`src/rtl/sigmoid.sv`:
```
`default_nettype none
// ============================================================================
// Module   : sigmoid
// Purpose  : Registered piecewise-linear sigmoid approximation in signed
//            fixed point, one result per clock with a single cycle of latency.
// Revision : 1.0 - initial release
// ============================================================================
module sigmoid #(
    parameter int BITS = 16,
    parameter int FRAC = 8
) (
    input  logic            clock,
    input  logic            rst,
    input  logic [BITS-1:0] x,
    input  logic            in_valid,
    output logic [BITS-1:0] alfa,
    output logic            out_valid
);

    // Breakpoints and offsets, all scaled by 2^FRAC
    localparam logic [BITS-1:0] c_one     = BITS'(1 << FRAC);
    localparam logic [BITS-1:0] c_sat     = BITS'(5 << FRAC);
    localparam logic [BITS-1:0] c_knee    = BITS'((19 << FRAC) >> 3);
    localparam logic [BITS-1:0] c_off_hi  = BITS'((27 << FRAC) >> 5);
    localparam logic [BITS-1:0] c_off_mid = BITS'((5 << FRAC) >> 3);
    localparam logic [BITS-1:0] c_off_lo  = BITS'(1 << (FRAC - 1));
    localparam logic [BITS-1:0] c_max_pos = {1'b0, {(BITS-1){1'b1}}};
    localparam logic [BITS-1:0] c_min_neg = {1'b1, {(BITS-1){1'b0}}};

    logic            w_neg;
    logic [BITS-1:0] w_mag;
    logic [BITS-1:0] w_y;
    logic [BITS-1:0] w_res;
    logic [BITS-1:0] alfa_d;
    logic [BITS-1:0] alfa_q;
    logic            out_valid_d;
    logic            out_valid_q;

    always_comb begin
        w_neg = x[BITS-1];
        // The most-negative input has no positive twin, so clamp it
        if (x == c_min_neg) begin
            w_mag = c_max_pos;
        end else if (w_neg) begin
            w_mag = '0 - x;
        end else begin
            w_mag = x;
        end

        if (w_mag >= c_sat) begin
            w_y = c_one;
        end else if (w_mag >= c_knee) begin
            w_y = (w_mag >> 5) + c_off_hi;
        end else if (w_mag >= c_one) begin
            w_y = (w_mag >> 3) + c_off_mid;
        end else begin
            w_y = (w_mag >> 2) + c_off_lo;
        end

        w_res       = w_neg ? (c_one - w_y) : w_y;
        alfa_d      = in_valid ? w_res : alfa_q;
        out_valid_d = in_valid;
    end

    always_ff @(posedge clock) begin
        if (rst) begin
            alfa_q      <= '0;
            out_valid_q <= 1'b0;
        end else begin
            alfa_q      <= alfa_d;
            out_valid_q <= out_valid_d;
        end
    end

    assign alfa      = alfa_q;
    assign out_valid = out_valid_q;

endmodule
`default_nettype wire

```
`config.mk`:
```
export PLATFORM = sky130hd
export DESIGN_NAME = sigmoid
export DESIGN_NICKNAME = d
export VERILOG_FILES = /design/src/rtl/sigmoid.sv
export SDC_FILE = /design/constraint.sdc
export NUM_CORES = 1
export LEC_CHECK = 0
export CAP_MARGIN = 20
export CORE_ASPECT_RATIO = 0.7
export CORE_MARGIN = 2
export CORE_UTILIZATION = 53
export CTS_BUF_LIST = sky130_fd_sc_hd__clkbuf_8 sky130_fd_sc_hd__clkbuf_16
export DETAILED_ROUTE_END_ITERATION = 16
export GPL_ROUTABILITY_DRIVEN = 0
export PLACE_DENSITY = 0.79
export SYNTH_ARGS = -nofsm -noshare
export SYNTH_HDL_FRONTEND = slang
export SYNTH_SLANG_ARGS = --single-unit
export TNS_END_PERCENT = 50
```
`constraint.sdc`:
```
create_clock -name clock -period 5.4 [get_ports clock]
set_input_delay 0.54 -clock clock [delete_from_list [all_inputs] [get_ports clock]]
set_output_delay 0.54 -clock clock [all_outputs]
set_load 0.03 [all_outputs]
```
# After elaboration in Yosys (flattened, before gate mapping)
# Index checks and enable logic that the tools add are counted.
# W data, S select, Z words.
[word_totals] in_bits=19 wordCells=17 output_inout_bits=17 regBits=17
[op_classes] n_mux=6 order_cmp=3 add_sub_neg=5 eq_ne=1
[ops] op="$mux W16" n=3
[ops] op="$mux W15" n=3
[ops] op="$eq A16 B16 Y1 const B" n=1
[ops] op="$ge A16 B10 Y1 const B" n=1
[ops] op="$ge A16 B11 Y1 const B" n=1
[ops] op="$ge A16 B9 Y1 const B" n=1
[ops] op="$sub A1 B16 Y16 const A" n=1
[ops] op="$sub A9 B16 Y16 const A" n=1
[ops] op="$add A14 B8 Y15 const B" n=1
[ops] op="$add A13 B8 Y14 const B" n=1
[ops] op="$add A11 B8 Y12 const B" n=1

# Longest topological paths before layout
[depth] depth_word=9 depth_mapped=21 mapped_depth_nobuf=19

# Worst setup path after synthesis
# Ideal clock, no wire load.
[synth_timing] path_kind="input to register" start="input x[0]" end="register alfa_q[8] (netlist: alfa[8])" stages=20 path_slack_ns=1.143 setup_ns=0.087 n_path_buf=1 arrival_ns=4.170 t_required_ns=5.313 cell_sequence="inv_1 ha_1 or4b_2 nor4_2 and2_1 nor2_1 inv_1 ha_1 nand4_1 o41ai_2 nor3_2 buf_4 mux2i_1 o22ai_2 inv_1 ha_1 nand2_1 nor3_1 and3_1 o31ai_1"
[synth_via] elab_chain_len=9 word_cells_on_any_way=15 classes_between="add/sub: 5; order compare: 3; eq/ne: 1; mux: 6"
[synth_lines] element="start, declared" line_no="14" text="input logic [BITS-1:0] x,"
[synth_lines] element="$sub A1 B16 Y16" line_no="45" text="w_mag = '0 - x;"
[synth_lines] element="$mux W16" line_no="44" text="end else if (w_neg) begin"
[synth_lines] element="$mux W16 *" line_no="42" text="if (x == c_min_neg) begin"
[synth_lines] element="$add A14 B8 Y15, or another cell as far along" line_no="57" text="w_y = (w_mag >> 2) + c_off_lo;"
[synth_lines] element="$mux W15" line_no="54" text="end else if (w_mag >= c_one) begin"
[synth_lines] element="$mux W15" line_no="52" text="end else if (w_mag >= c_knee) begin"
[synth_lines] element="$mux W15 *" line_no="50" text="if (w_mag >= c_sat) begin"
[synth_lines] element="$sub A9 B16 Y16" line_no="60" text="w_res = w_neg ? (c_one - w_y) : w_y;"
[synth_lines] element="$mux W16 *" line_no="60"
[synth_lines] element="end signal, assigned" line_no="70" text="alfa_q <= alfa_d;"
[synth_lines] element="end, declared" line_no="35" text="logic [BITS-1:0] alfa_q;"
# Every way passes the cells marked *; elsewhere a longest branch is shown, timed or not.
# A chain may end at the register's enable or synchronous reset.

# Worst setup path after layout
[layout_timing] start="input x[0]" end="register alfa_q[6] (netlist: alfa[6])"
# The elaborated chain is that of the path after synthesis.

==> flow_metrics.py <==
metrics = {
    "status": {
        "status": "complete, no violations",
    },
    "flow_run": {
        "max_cap_viol_count": 0,
    },
    "global_routing": {
        "grt_max_degree": 18,
        "track_usage": 0.265,
        "grt_pass1_wl_um": 9500,
        "antenna_found_initial": 0,
        "grt_pass1_vias": 1990,
        "overflow": 0,
    },
    "worst_setup_path": {
        "cp-startpoint": "x[0]",
        "endpoint_kind": "register",
        "arrival_ps": 5110,
        "r2r-end": "alfa[7]$_SDFFE_PP0P_",
        "cp_common_cell": "inv_1",
        "slowest_delay_ps": 510,
        "crit_chain": "clkdlybuf4s50_1 -> inv_1 -> ha_1 -> or3b_1 -> o31ai_2 -> xnor2_1 -> nor2_2 -> inv_1 -> ha_1 -> nand4_1 -> o41ai_4 -> nor3_2 -> buf_4 -> mux2i_1 -> o22ai_2 -> inv_1 -> ha_1 -> inv_1 -> o31ai_1 -> xor2_1 -> o21ai_1",
        "r2r_cells": 3,
        "cp-start-kind": "primary input",
        "criticalPathCategory": "primary input to register",
        "required_ps": 5540,
        "r2r_slack_ps": 4400,
        "cp_max_fo": 10,
        "crit_path_top_delay_cell": "or3b_1",
        "endpoint": "alfa[6]$_SDFFE_PP0P_",
        "reg2reg_from": "alfa[7]$_SDFFE_PP0P_",
    },
    "cts": {
        "cts-root-buf": "clkbuf_8",
        "clk_pin_slew_ps": 70,
        "hold_buffers": 0,
        "cts_setup_buffers": 0,
        "cts_buffers": 3,
        "cts.path.max_buffers": 2,
        "clock_latency_ps": 250,
        "cts-htree-levels": 1,
        "cts_tree": "built",
        "clock_sinks": 17,
    },
    "floorplan": {
        "die_area_mm2": 0.00430,
        "die_h_um": 55.5,
        "io_pins": 36,
        "core-area_mm2": 0.00358,
        "floorplan.initialDensity": 0.560,
        "die_width_um": 77.5,
        "rows": 18,
    },
    "detailed_routing": {
        "drt_pass1_iterations": 5,
        "wire_per_inst_um": 16.1,
        "drt_iter0_markers": 249,
        "via_count": 2153,
        "ant_nets": 0,
        "viasPerCell": 6.35,
        "drt_wl_total_um": 5460,
        "route.detailed.drc": 0,
    },
    "yosys": {
        "synthDistinctLibCells": 69,
        "syn-mean-instance-area_um2": 7.77,
        "yosysTopAreaCellShare": 0.170,
        "netlist_instances": 258,
        "synth_nets": 285,
        "synth.largest_area_cell": "dfxtp_1",
        "synth-seq-cells": 17,
        "yosys_warnings": 0,
        "synth-edff-count": 0,
        "synth_flop_cell": "dfxtp_1",
        "synthTopCellsByArea": "dfxtp_1, ha_1, nand2_1, nor2_1, mux2_2",
        "async_flop_share": 0,
        "ys_seq_area_frac": 0.170,
        "synth_area_mm2": 0.00201,
    },
    "pwr": {
        "clockPowerShare": 0.242,
        "intPower_mw": 0.249,
        "swShare": 0.362,
        "p_leak_nw": 0.928,
        "ir_drop_uv": 103,
        "powerDensity_mw_per_mm2": 158,
        "combPwrFrac": 0.418,
        "switchingPower_mw": 0.141,
        "p_seq_frac": 0.340,
    },
    "timing": {
        "relSlewSlack": 0.464,
        "final-setup-viol-count": 0,
        "max_freq_ghz": 0.201,
        "clock-skew-final_ps": 0,
        "fin_crit_ps": 4980,
        "rsz0062_at_grt": "false",
        "finalHoldViolations": 0,
        "fin_crit_sh": 0.921,
        "maxSlewViolCount": 0,
        "tightest_slew_ps": 801,
        "tns_ps": 0,
    },
    "placed_design": {
        "portBuffers": 35,
        "dp_hpwl_um": 4440,
    },
    "worst_hold_path": {
        "hold_class": "register to register",
        "hp-start": "alfa[13]$_SDFFE_PP0P_",
    },
    "cells_and_area": {
        "drive_gt1_frac": 0.152,
        "multiInputGateArea_mm2": 0.00156,
        "diodes": 0,
        "syn2layout_area_growth_pct": 23.6,
        "mostFrequentLayoutCells": "clkdlybuf4s50_1, nand2_1, nor2_1, dfxtp_1",
        "final_common_cell": "clkdlybuf4s50_1",
        "register_area_um2": 340,
        "fillCellCount": 289,
        "post-route-util": 0.692,
        "nets": 317,
    },
}
flip-flops by register name, indices dropped and copies added (netlist names):
signal,cells
alfa,16
out_valid,1
how the worst min path moves through the flow:
stage                       endpoint  slack [ps]  cells past startpoint
2_1_floorplan   alfa[5]$_SDFFE_PP0P_         580                      2
3_3_place_gp   alfa[13]$_SDFFE_PP0P_         430                      1
3_5_place_dp   alfa[15]$_SDFFE_PP0P_         440                      1
4_1_cts        alfa[15]$_SDFFE_PP0P_         460                      1
5_1_grt         alfa[9]$_SDFFE_PP0P_         480                      1
6_report       alfa[13]$_SDFFE_PP0P_         450                      1
layout make-up:
type | instances | area share
Clock inverter | 1 | 0.00202
Multi-Input combinational cell | 210 | 0.627
Timing Repair Buffer | 45 | 0.172
Tap cell | 50 | 0.0252
Clock buffer | 3 | 0.0167
Sequential cell | 17 | 0.137
Inverter | 13 | 0.0197
Yosys cell counts (3+ instances only):
| master | n |
|---|---|
| a211oi_1 | 5 |
| a21o_1 | 7 |
| a21oi_1 | 6 |
| a31oi_1 | 4 |
| clkbuf_1 | 13 |
| dfxtp_1 | 17 |
| ha_1 | 8 |
| inv_1 | 12 |
| mux2_2 | 6 |
| mux2i_1 | 6 |
| nand2_1 | 18 |
| nand4_1 | 4 |
| nor2_1 | 18 |
| nor2b_1 | 3 |
| nor3_1 | 13 |
| nor4_1 | 3 |
| nor4bb_1 | 4 |
| o211ai_1 | 3 |
| o21ai_0 | 13 |
| o22ai_2 | 3 |
| o31ai_1 | 7 |
| o41ai_1 | 3 |
| or3_1 | 9 |
| or4_1 | 5 |
| xnor2_1 | 7 |
| xor2_1 | 6 |
cells by family after synthesis:
family / share of synthesized area
AO/OA/AOI/OAI: 0.301
XOR/XNOR: 0.0568
adder cells (fa/ha/maj): 0.0499
buffers and inverters: 0.0686
flip-flops: 0.170
multiplexers: 0.0636
AND/OR/NAND/NOR: 0.290
critical path, delay by kind of cell:
kind / cells / cell delay [ps]
AND/OR/NAND/NOR: 4 / 1150
buffers and inverters: 6 / 1120
XOR/XNOR: 2 / 380
multiplexers: 1 / 250
adder cells (fa/ha/maj): 3 / 680
AO/OA/AOI/OAI: 5 / 960
layer usage:
layer  vias up  routed length, µm  global-route usage  part of all wire
met5         -                  0                   0                 0
met2       102               2260               0.398              0.41
met4         0                  8              0.0281            0.0015
met1      1012               2740               0.406              0.50
li1       1037                  -                   -                 -
met3         2                446              0.0458             0.082
timing repair:
| action | CTS | global route |
|---|---|---|
| gates resized for setup | 0 | 4 |
| setup endpoints to repair | 0 | 6 |
| hold endpoints to repair | 0 | 0 |
power by group through the flow:
stage	logic (mW)	clock network [mW]	registers (mW)
3_5_place_dp	0.157	0	0.136
2_1_floorplan	0.0962	0	0.145
6_report	0.163	0.0945	0.133
5_1_grt	0.177	0.104	0.134
4_1_cts	0.157	0.0955	0.133
3_3_place_gp	0.154	0	0.135
per-stage QoR:
step / hold slack, ps / power [mW] / cell area (µm²) / instances / worst slack, ps
2_1_floorplan: 575 / 0.241 / 2010 / 258 / 1140
3_3_place_gp: 433 / 0.289 / 2400 / 335 / 191
3_5_place_dp: 440 / 0.292 / 2400 / 335 / 46.2
5_1_grt: 478 / 0.415 / 2480 / 339 / 16.8
4_1_cts: 456 / 0.386 / 2450 / 339 / 282
6_report: 453 / 0.391 / 2480 / 339 / 424
No activity file was read; power rests on OpenSTA's default activity.
